[src/rtl/key_step_pulse.sv]
// key_step_pulse: synchronise and debounce two active-low keys, then emit single-cycle inc/dec steps with hold auto-repeat
module key_step_pulse #(
  parameter int DEBOUNCE_CYCLES = 500000,
  parameter int REPEAT_DELAY    = 25000000,
  parameter int REPEAT_PERIOD   = 5000000
) (
  input  logic clock,
  input  logic reset,
  input  logic button2,
  input  logic button3,
  output logic inc_pulse,
  output logic dec_pulse
);
  localparam int MAXP = (DEBOUNCE_CYCLES > REPEAT_DELAY) ?
                        ((DEBOUNCE_CYCLES > REPEAT_PERIOD) ? DEBOUNCE_CYCLES : REPEAT_PERIOD) :
                        ((REPEAT_DELAY > REPEAT_PERIOD) ? REPEAT_DELAY : REPEAT_PERIOD);
  localparam int CW = $clog2(MAXP) + 1;
  typedef enum logic [1:0] {IDLE, DELAY, REPEAT, LOCK} state_t;
  logic [1:0] sync1_q, sync2_q;
  logic [1:0] deb_q, deb_d;
  logic [1:0][CW-1:0] dcnt_q, dcnt_d;
  logic [1:0] pressed_q, pressed_d;
  state_t state_q, state_d;
  logic owner_q, owner_d;
  logic [CW-1:0] rcnt_q, rcnt_d, limit;
  logic inc_q, inc_d, dec_q, dec_d;
  always_comb begin
    deb_d  = deb_q;
    dcnt_d = dcnt_q;
    for (int i = 0; i < 2; i++) begin
      if (sync2_q[i] == deb_q[i]) dcnt_d[i] = '0;
      else if (dcnt_q[i] == CW'(DEBOUNCE_CYCLES - 1)) begin
        deb_d[i]  = ~deb_q[i];
        dcnt_d[i] = '0;
      end else dcnt_d[i] = dcnt_q[i] + 1'b1;
    end
  end
  assign pressed_q = ~deb_q;
  assign pressed_d = ~deb_d;
  assign limit = (state_q == DELAY) ? CW'(REPEAT_DELAY - 1) : CW'(REPEAT_PERIOD - 1);
  // owner release is taken from the level being registered this edge, so no pulse lands on the release edge
  always_comb begin
    state_d = state_q;
    owner_d = owner_q;
    rcnt_d  = rcnt_q;
    inc_d   = 1'b0;
    dec_d   = 1'b0;
    case (state_q)
      IDLE: begin
        if (pressed_q == 2'b11) state_d = LOCK;
        else if (|pressed_q) begin
          owner_d = pressed_q[1];
          inc_d   = pressed_q[0];
          dec_d   = pressed_q[1];
          rcnt_d  = '0;
          state_d = DELAY;
        end
      end
      DELAY, REPEAT: begin
        if (!pressed_d[owner_q]) state_d = IDLE;
        else if (pressed_q[!owner_q]) state_d = LOCK;
        else if (rcnt_q == limit) begin
          inc_d   = ~owner_q;
          dec_d   = owner_q;
          rcnt_d  = '0;
          state_d = REPEAT;
        end else rcnt_d = rcnt_q + 1'b1;
      end
      default: state_d = (pressed_q == 2'b00) ? IDLE : LOCK;
    endcase
  end
  always_ff @(posedge clock) begin
    if (reset) begin
      sync1_q <= 2'b11;
      sync2_q <= 2'b11;
      deb_q   <= 2'b11;
      dcnt_q  <= '0;
      state_q <= IDLE;
      owner_q <= 1'b0;
      rcnt_q  <= '0;
      inc_q   <= 1'b0;
      dec_q   <= 1'b0;
    end else begin
      sync1_q <= {button3, button2};
      sync2_q <= sync1_q;
      deb_q   <= deb_d;
      dcnt_q  <= dcnt_d;
      state_q <= state_d;
      owner_q <= owner_d;
      rcnt_q  <= rcnt_d;
      inc_q   <= inc_d;
      dec_q   <= dec_d;
    end
  end
  assign inc_pulse = inc_q;
  assign dec_pulse = dec_q;
endmodule

[config.mk]
export PLATFORM = sky130hd
export DESIGN_NAME = key_step_pulse
export DESIGN_NICKNAME = d
export VERILOG_FILES = /design/src/rtl/key_step_pulse.sv
export SDC_FILE = /design/constraint.sdc
export NUM_CORES = 1
export LEC_CHECK = 0
export CELL_PAD_IN_SITES_DETAIL_PLACEMENT = 2
export CELL_PAD_IN_SITES_GLOBAL_PLACEMENT = 2
export CORE_MARGIN = 3
export CORE_UTILIZATION = 38
export CTS_CLUSTER_SIZE = 12
export DETAILED_ROUTE_END_ITERATION = 10
export HOLD_SLACK_MARGIN = 0.15
export PLACE_DENSITY_LB_ADDON = 0.15
export SYNTH_ARGS = -nofsm -noshare
export SYNTH_HDL_FRONTEND = slang
export SYNTH_SLANG_ARGS = --single-unit
[constraint.sdc]
create_clock -name clock -period 3.2 [get_ports clock]
set_clock_uncertainty 0.15 [all_clocks]
set_input_delay 0.32 -clock clock [delete_from_list [all_inputs] [get_ports clock]]
set_output_delay 0.32 -clock clock [all_outputs]
set_load 0.02 [all_outputs]
==> out/results.ini, run 1 <==
[status]
status=complete, no violations

[power]
power.density_nw_per_um2=460
ir_drop_mv=0.375
p_leak_nw=1.60
p_total_mw=2.20

[setup_path]
reg2reg_from=dcnt_q[32]
crit_family=simple AND/OR/NAND/NOR gates
startpoint_type=flop
worstSetupEndpointType=flop
r2r_slack_ps=240
cp_cell_sequence=nor4b_1 -> nand2_1 -> nor4_4 -> mux2i_1 -> nor2_2 -> buf_4 -> nor3_1 -> a32oi_1 -> nor3_1
cp_max_fo=5
reg2reg_depth=9
path_buf_inv=1
criticalPathCategory=flop to flop
r2r-end=inc_pulse
required_ps=3310
critPathMaxStageDelay_ps=460
crit_path_frequent_cell=nor3_1
crit_arrival_ps=3080
worst_path_max_delay_cell=mux2i_1

[timing]
timing.slew.headroom_pct=61.2
whs_ps=310
fin_crit_ps=2960
postLayoutSetupSlackWorst_ps=235
slew_violations=0
max_freq_mhz=337
setup_violations=0
hold_violations=0
min_period_over_period_pct=92.6
worst_slew_pin_slew_ps=582

[floorplanning]
chipHeight_um=112
core_um2=10900
rows=38
die_w_um=112
die-area_um2=12500
io_pins=6
floorplan.initialDensity_pct=39.1

[cts]
clk_pin_slew_worst_paths_ps=60
numCtsBuffers=9
clock_latency_ps=350
root_buffer=clkbuf_16
cts_tree=built
clockBufferDepth=2
cts_max_level=3
cts.sinks=89

[logic_synthesis]
synthAdderAreaFrac_pct=3.22
synthSimpleGateAreaFrac_pct=31.6
synth_area_um2=4270
synth_compound_area_share_pct=9.29
yosysTopAreaCellShare_pct=41.7
synthMuxAreaShare_pct=0.469
ys_seq_elements=89
synth_top_family_by_area=simple AND/OR/NAND/NOR gates
synth.distinct_cells=47
synthFlopType=dfxtp_1
synth_xor_area_share_pct=10.7
yosysSeqAreaShare_pct=41.7
yosys_warnings=0
postSynthCellCount=521
synth_area_leaders=dfxtp_1 42%, xor2_1 8.0%, nor2_1 7.1%, nand3_1 5.3%, nand2_1 5.2%
synth_nets=536
synth_edf_count=0
yosysTopAreaCell=dfxtp_1
synthArstFlopShare_pct=0
avgSynthCellArea_um2=8.20

[grt]
antenna_found_initial=0
grt_max_degree=27
grt_overflow_total=0
gr-usage-all-layers_pct=20.1
grt_pass1_wl_mm=20.6
grt_pass1_vias=4087

[detailed_routing]
firstDrtPassIters=4
vias=3713
ant_nets=0
drc_errors=0
wl_per_cell_um=17.4
drt_iter0_drc=200
via_per_inst=5.52
wl_mm=11.7

[cells_and_area]
fill_cells=1235
drive_gt1_share_pct=6.94
instances_no_fill=673
final_nets=545
mostFrequentLayoutCell=dfxtp_1
area_growth_syn_to_layout_pct=12.0
diodes=0
final_cell_mix=89 x dfxtp_1, 81 x nor2_1, 59 x nand2_1, 45 x nand3_1, 39 x xor2_1

[placement]
hpwl_mm=8.29
io_buffers=5
place_ws_ps=66.7
gp_routability_congestion=0.790
placedCellCount=658

[flow_run]
cap_violations=0

[worst_hold_path]
min_path_type=flop to flop
hold_path_depth=1
min_from=dcnt_q[0]
min_to=dcnt_q[0]

-- worst max path at each step --
stage	depth (start not counted)	endpoint	from
after floorplan	9	rcnt_q[25]	dcnt_q[22]
after global placement	8	rcnt_q[20]	dcnt_q[32]
after detailed placement	8	rcnt_q[23]	dcnt_q[32]
after CTS	8	rcnt_q[23]	dcnt_q[32]
after global routing	9	dec_pulse	dcnt_q[32]
final	9	inc_pulse	dcnt_q[32]
-- layout make-up --
class	count	area [µm²]	share of cell area, %
multi-input cells	402	2370	49.6
flip-flops and latches	89	1780	37.3
clock buffers	11	243	5.08
well taps	140	175	3.66
repair buffers	16	145	3.04
inverters	12	45.0	0.942
clock inverters	3	18.8	0.392
-- logic make-up (layout without fill, tap and decap cells) --
family,count (synthesis),count (layout)
simple gates,274,274
fa+ha+maj,11,11
buf+inv,30,42
compound gates,63,63
mux,2,2
xor+xnor,52,52
flops,89,89
-- what timing repair did --
| action | CTS | global route |
|---|---|---|
| buffers inserted | 0 | 1 |
| resized for setup | 0 | 2 |
| setup endpoints to repair | 0 | 25 |
| hold buffers | 0 | 0 |
| endpoints found under the hold margin | 0 | 0 |
-- registers in the layout (all words and copies together) (netlist names) --
register   count
dcnt_q        52
deb_q          2
dec_pulse      1
inc_pulse      1
owner_q        1
rcnt_q        26
state_q        2
sync1_q        2
sync2_q        2
-- cells in the mapped netlist, types with 2 or more instances --
library cell	count
dfxtp_1	89
nor2_1	81
nand2_1	59
nand3_1	45
xor2_1	39
a21oi_1	20
nand4_1	16
clkbuf_1	15
o21ai_0	15
and3_1	13
xnor2_1	13
inv_1	12
nor3_1	12
ha_1	11
or3_1	11
a31oi_1	9
and4_1	5
nand3b_1	5
nor4b_1	5
or2_2	5
nor4_1	4
and2_1	3
nand2b_1	3
a211oi_1	2
a311oi_1	2
a32oi_1	2
buf_6	2
mux2i_1	2
o211ai_1	2
o31ai_1	2
-- through the flow --
step,TNS [ps],util [%],cell area (µm²)
2_1_floorplan,0,-,4270
3_3_place_gp,0,41.0,4490
3_5_place_dp,0,41.0,4490
4_1_cts,0,43.4,4750
5_1_grt,-20.9,43.7,4780
6_report,0,43.7,4780
-- where the power goes --
part	leakage [nW]	internal [mW]	total, mW	switching (mW)
combinational	0.751	0.0343	0.113	0.0785
sequential	0.718	1.11	1.12	0.00539
clock	0.131	0.538	0.967	0.430
total	1.60	1.69	2.20	0.514
-- per-layer routing --
layer  GRT usage [%]  part of all wire [%]
met1            24.9                    46
met3            5.28                   2.4
met2            34.7                    51
met5               0                     0
met4            5.29                   1.2
Note: power is estimated with default switching activity, not from simulation.
==> inputs of run 2 (changes only) <==
CELL_PAD_IN_SITES_DETAIL_PLACEMENT = 0   (was 2)
CELL_PAD_IN_SITES_GLOBAL_PLACEMENT = 1   (was 2)
CORE_UTILIZATION = 45   (was 38)
==> run 2 against run 1 <==
Fmax up 2.9%. Clock power down 29%. Hold slack worse by 18 ps. Critical path type unchanged. Critical endpoint is now rcnt_q[3].
==> out/results.ini, run 2 (same netlist as run 1, synthesis figures left out) <==
[setup_path]
worst_path_max_delay_cell=nor4_2
critPathMaxStageDelay_ps=440
path_buf_inv=1
crit_arrival_ps=3000
required_ps=3320
criticalPathCategory=flop to flop
startpoint_type=flop
crit_family=simple AND/OR/NAND/NOR gates
crit_path_frequent_cell=nand2_1
cp_max_fo=13
worstSetupEndpointType=flop
cp_cell_sequence=nor4b_1 -> nand2_1 -> nor4_2 -> mux2i_1 -> nor2_2 -> nor3_4 -> buf_4 -> nand2_1 -> a31oi_1

[cts]
post_cts_resize_count=0
cts.sinks=89
clockBufferDepth=2
cts_hold_buffers=0
numCtsBuffers=9
cts_tree=built
clock_latency_ps=350
cts_setup_buffers=0
clk_pin_slew_worst_paths_ps=90
root_buffer=clkbuf_8
cts_max_level=3

[timing]
setup_violations=0
slew_violations=0
rsz0062_at_grt=no
hold_violations=0
fin_crit_ps=2880
timing.slew.headroom_pct=62.4
min_period_over_period_pct=90.1
max_freq_mhz=347
setup_tns_ps=0
worst_slew_pin_slew_ps=565

[cells_and_area]
largest_register_ffs=52
final_cell_area_um2=4610
drive_gt1_share_pct=6.24
area_growth_syn_to_layout_pct=7.91
mostFrequentLayoutCell=dfxtp_1
final_cell_mix=89 x dfxtp_1, 81 x nor2_1, 59 x nand2_1, 45 x nand3_1, 39 x xor2_1
final_nets=539
final_util_pct=51.4
instances_no_fill=655
reg_top3=dcnt_q (52), rcnt_q (26)
regMostFlops=dcnt_q
diodes=0

[grt]
antenna_found_initial=0
grt_pass1_vias=3139
grt_pass1_wl_mm=14.7
gr-usage-all-layers_pct=17.0
grt_max_degree=27
grt_overflow_total=0

[floorplanning]
die_w_um=103
core_um2=8980
rows=34
floorplan.initialDensity_pct=47.6
die-area_um2=10700
chipHeight_um=103
io_pins=6

[power]
p_total_mw=1.91
power.density_nw_per_um2=414
ir_drop_mv=0.281
p_leak_nw=1.51

[detailed_routing]
wl_mm=8.47
drt_iter0_drc=112
wl_per_cell_um=12.9
drc_errors=0
ant_nets=0
vias=3471
via_per_inst=5.30
firstDrtPassIters=4

[placement]
placed_cell_area_um2=4430
placedCellCount=639
gp_routability_congestion=0.820
hpwl_mm=5.91
io_buffers=5

[status]
status=complete, no violations

[worst_hold_path]
min_path_type=flop to flop

[flow_run]
cap_violations=0

run 2: per-layer routing:
| layer | track usage [%] | vias up | share of wire (%) |
|---|---|---|---|
| met2 | 25.1 | 43 | 43 |
| li1 | - | 1823 | - |
| met3 | 3.15 | 8 | 2.8 |
| met1 | 24.7 | 1597 | 53 |
| met4 | 6.18 | 0 | 1.3 |
| met5 | 0 | - | 0 |
run 2: worst paths after layout:
path	from	end	slack [ps]	cells after the start
setup / recovery	dcnt_q[32]	rcnt_q[3]	320	9
hold / removal	sync1_q[0]	sync2_q[0]	290	1
setup reg to reg	dcnt_q[32]	rcnt_q[3]	320	9
hold reg to reg	sync1_q[0]	sync2_q[0]	290	1
run 2: where the power goes:
part           leakage, nW  switching (mW)  total [mW]  internal [mW]
logic                0.700          0.0704       0.103         0.0322
clock network       0.0891           0.387       0.689          0.301
registers            0.718         0.00653        1.12           1.11
total                 1.51           0.464        1.91           1.45
run 2: area by class of cell:
cell class,count,area [µm²]
clock buffers,11,141
flip-flops and latches,89,1780
clock inverters,5,31.3
inverters,12,45.0
fillers,871,4370
multi-input cells,402,2360
well taps,126,158
repair buffers,10,87.6
run 2: worst reg2reg max path: cells and delay by family, from the launching register on:
family          cells  cell delay, ps
flops               1             350
simple gates        6            1550
compound gates      1             160
mux                 1             360
buf+inv             1             240
run 2: through the flow:
step	worst slack (ps)	hold WS, ps
global placement	322	294
floorplan	594	239
CTS	227	315
detailed placement	253	295
finish	318	293
global route	21.9	338
==> inputs of run 3 (changes only) <==
CORE_MARGIN = 2   (was 3)
CTS_CLUSTER_DIAMETER = 40   (was not set)
==> run 3 against run 2 <==
Global-route usage grew 1.4 points. Hold slack gained 7.0 ps. Sequential power is essentially flat. Power grew 3.8%. Non-clock buffer count is the same. Sequential share of layout area shrank 0.20 points. Critical path type unchanged. Sequential cell count is the same. Die area shrank 3.8%. Clock power grew 11%. Critical endpoint is now rcnt_q[19]. Combinational power is essentially flat. Critical path depth shrank 1. Cell count grew 0.46%.
==> out/results.ini, run 3 (same netlist as run 1, synthesis figures left out) <==
[status]
status=complete, no violations

[cells_and_area]
mostFrequentLayoutCell=dfxtp_1
final_cell_area_um2=4630
fill_cells=928
diodes=0
reg_top3=dcnt_q (52), rcnt_q (26)
area_growth_syn_to_layout_pct=8.47
instances_no_fill=658
final_cell_mix=89 x dfxtp_1, 81 x nor2_1, 59 x nand2_1, 45 x nand3_1, 39 x xor2_1
drive_gt1_share_pct=6.05
regMostFlops=dcnt_q
final_util_pct=50.1
final_nets=539
largest_register_ffs=52

[setup_path]
reg2reg_from=dcnt_q[22]
critPathMaxStageDelay_ps=530
crit_start=dcnt_q[22]
criticalPathCategory=flop to flop
worst_path_max_delay_cell=or4_4
crit_arrival_ps=2890
required_ps=3270
cp_cell_sequence=or4_4 -> or3_1 -> or3_1 -> o31ai_2 -> o31a_4 -> nand2_4 -> o21ai_1 -> nor2_1
crit_path_frequent_cell=or3_1
startpoint_type=flop
cp_max_fo=20
worstSetupEndpointType=flop

[placement]
placedCellCount=642
gp_routability_congestion=0.838
io_buffers=5
place_ws_ps=366
hpwl_mm=6.05
placed_cell_area_um2=4440

[grt]
antenna_found_initial=0
grt_pass1_vias=3288
grt_max_degree=27
gr-usage-all-layers_pct=18.4
grt_pass1_wl_mm=15.3
grt_overflow_total=0

[flow_run]
cap_violations=0

[timing]
fin_crit_ps=2820
rsz0062_at_grt=no
setup_violations=0
setup_tns_ps=0
whs_ps=300
hold_violations=0
max_freq_mhz=355
timing.slew.headroom_pct=64.7
min_period_over_period_pct=88.0
worst_slew_pin_slew_ps=530
slew_violations=0
postLayoutSetupSlackWorst_ps=383

[floorplanning]
die_w_um=101
die-area_um2=10300
rows=35
floorplan.initialDensity_pct=46.2
chipHeight_um=101
io_pins=6
core_um2=9240

[worst_hold_path]
min_from=sync1_q[0]
min_path_type=flop to flop

[detailed_routing]
routed.top_layer=met4
wl_met1_mm=4.56
wl_met2_mm=3.76
ant_nets=0
wl_mm=8.63
met3_length_um=232
firstDrtPassIters=4
vias=3467
wl_per_cell_um=13.1
drt_iter0_drc=178
drc_errors=0
via_per_inst=5.27

[cts]
cts_max_level=3
numCtsBuffers=9
post_cts_resize_count=0
cts_tree=built
cts_hold_buffers=0
clockBufferDepth=2
cts.sinks=89
root_buffer=clkbuf_8
clk_pin_slew_worst_paths_ps=90
cts_setup_buffers=0
clock_latency_ps=350

[power]
power.density_nw_per_um2=428
ir_drop_mv=0.224
p_total_mw=1.98
p_leak_nw=1.51

run 3: final timing paths:
kind,cells past startpoint,to,slack (ps)
worst max-delay path,8,rcnt_q[19],380
worst min-delay path,1,sync2_q[0],300
worst max register to register,8,rcnt_q[19],380
worst min register to register,1,sync2_q[0],300
run 3: layout make-up:
type	instances	area, µm²	share of cell area (%)
Inverter	12	45.0	0.972
Clock buffer	10	128	2.75
Multi-Input combinational cell	402	2360	51.0
Tap cell	129	161	3.48
Timing Repair Buffer	10	87.6	1.89
Clock inverter	6	68.8	1.49
Sequential cell	89	1780	38.5
run 3: critical path: cells and delay by family, from the launching register on:
family	cells	cell delay, ps
flip-flops	1	330
AO/OA/AOI/OAI	3	790
AND/OR/NAND/NOR	5	1420
run 3: where the power goes:
group	internal, mW	switching (mW)	total [mW]
Sequential	1.11	0.00560	1.12
Clock	0.364	0.399	0.763
Combinational	0.0321	0.0692	0.101
run 3: routing by layer:
metal	track usage, %	vias to the layer above
met4	4.16	0
met5	0	-
met3	3.93	4
met2	29.2	31
li1	-	1812
met1	25.6	1620
==> variant: new RTL, config.mk and constraints of run 1 <==
Change the parameter `DEBOUNCE_CYCLES` from 500000 to 250000.
--- a/src/rtl/key_step_pulse.sv
+++ b/src/rtl/key_step_pulse.sv
@@ -1,6 +1,6 @@
 // key_step_pulse: synchronise and debounce two active-low keys, then emit single-cycle inc/dec steps with hold auto-repeat
 module key_step_pulse #(
-  parameter int DEBOUNCE_CYCLES = 500000,
+  parameter int DEBOUNCE_CYCLES = 250000,
   parameter int REPEAT_DELAY    = 25000000,
   parameter int REPEAT_PERIOD   = 5000000
 ) (
Function: same outputs for any inputs over 10 cycles, from zero or initial values and one cycle with reset high; that may be too few to reach the edited logic, so the function may still have changed.
==> variant against run 1 <==
Non-clock buffer count is 4 higher; critical endpoint is now rcnt_q[14]$_SDFFE_PP0P_; global-route usage is 0.74 points lower; sequential cell count stayed put; worst setup slack worse by 160 ps; power is 7.6% lower; highest routed layer unchanged; combinational power is 4% higher; routed wire length is 2.6% lower; cell area is 0.10% higher; die area hardly changed; critical path type unchanged; area after synthesis hardly changed.
==> variant: results (changes against run 1) <==
metric;value;unit;change
grt total ovfl;0;;unchanged
share of layout cells above drive strength 1;8.99;%;+2.0 points
Synth async-reset ratio;0;%;unchanged
largest net degree at the start of global routing;30;;+11%
filler cell count;1216;;-1.5%
Buffers on Ports;5;;unchanged
Clock transition at path regs;90;ps;+30 ps
met3 WL;261;microns;-5.1%
worst skew pair latency;370;ps;+20 ps
Routed Antenna Nets;0;;unchanged
first-pass GRT wire length;19900;microns;-3.3%
slowest CP cell;or4_1;;
largest registers in the final layout;dcnt_q x52, rcnt_q x26;;
Post-Syn Nets;519;;-3.2%
placed cell area;0.00454;sq mm;+1.3%
Seq/Total Area, Yosys;41.7;%;about the same
Worst VDD drop;0.277;mV;-26%
Crit path top cell by count;or4_4;;
wire length on met2;5740;microns;-3.0%
most instantiated cells after synthesis;89 x dfxtp_1, 79 x nor2_1, 34 x nand2_1;;
crit-path max cell delay;510;ps;+50 ps
Slew HR;61.6;%;+0.43 points
Worst Path Max Fanout;29;;+24
leak pwr;0.00152;uW;-4.8%
Root Driver;clkbuf_8;;
Antenna diodes;0;;unchanged
top layer in use;met4;;
dpl ws;99.2;ps;+32.6 ps
wire per inst;17.2;microns;-1.1%
Synth cell types;50;;+6.4%
Critical Path AT;3290;ps;+210 ps
RePlAce Congestion;0.749;;-5.2%
drt via density;5.52;;about the same
initial DRC count;141;;-30%
met3 usage;5.12;%;-0.16 points
GR Layer Usage met1;23.4;%;-1.4 points
overall global routing resource usage;19.3;%;-0.74 points
Area contributors post-synth;dfxtp_1 42%, nor2_1 6.9%, xnor2_1 5.9%;;
clk buf depth;2;;unchanged
DRT met1 WL;5230;microns;-2.4%
NumNets Final;533;;-2.2%
met2 GRT Util;34.0;%;-0.76 points
vias in the first global route;3990;;-2.4%
outcome;completed;;
dpl hpwl;8290;microns;about the same
-- variant: cell count changes after synthesis, moves of 8 or more --
cell and delta:
a31oi_1 -8, or3_1 +8, nand3_1 -13, xnor2_1 +16, nand2_1 -25, o21ai_1 +11, xor2_1 -14
-- variant: power by group --
part	internal [uW]	leakage, uW	total, uW	switching [uW]
clock network	385	0.0000970	795	411
logic	40.9	0.000707	118	76.7
registers	1110	0.000718	1120	6.63
total	1540	0.00152	2030	494
-- variant: kinds of logic after synthesis --
| family | synth area share [%] |
|---|---|
| fa+ha+maj | 3.22 |
| simple gates | 29.0 |
| flops | 41.7 |
| xor+xnor | 11.1 |
| compound gates | 11.6 |
| buf+inv | 3.40 |
-- variant: timing repair --
item                                    4_1_cts  5_1_grt
gates resized for setup                       0       10
endpoints found under the setup margin        0       18
setup buffers                                 0        1
-- variant: final cells by class --
cell class                 count  area, sq um  area share, %
multi-input combinational    381         2380           49.7
clock buffer                  12          145           3.03
clock inverter                 4         51.3           1.07
sequential                    89         1780           37.2
timing repair buffer          20          188           3.92
inverter                      17         63.8           1.33
tap                          140          175           3.66
-- variant: final timing paths --
path	end	slack, ps	depth (start not counted)	from
setup / recovery	rcnt_q[14]$_SDFFE_PP0P_	70	8	dcnt_q[50]$_SDFF_PP0_
hold / removal	sync2_q[0]$_SDFF_PP1_	280	1	sync1_q[0]$_SDFF_PP1_
setup reg to reg	rcnt_q[14]$_SDFFE_PP0P_	70	8	dcnt_q[50]$_SDFF_PP0_
hold reg to reg	sync2_q[0]$_SDFF_PP1_	280	1	sync1_q[0]$_SDFF_PP1_
-- variant: metrics by stage --
stage,cells,total power [uW]
2_1_floorplan,504,1220
3_3_place_gp,646,1260
3_5_place_dp,646,1260
4_1_cts,662,2070
5_1_grt,663,2130
6_report,663,2030
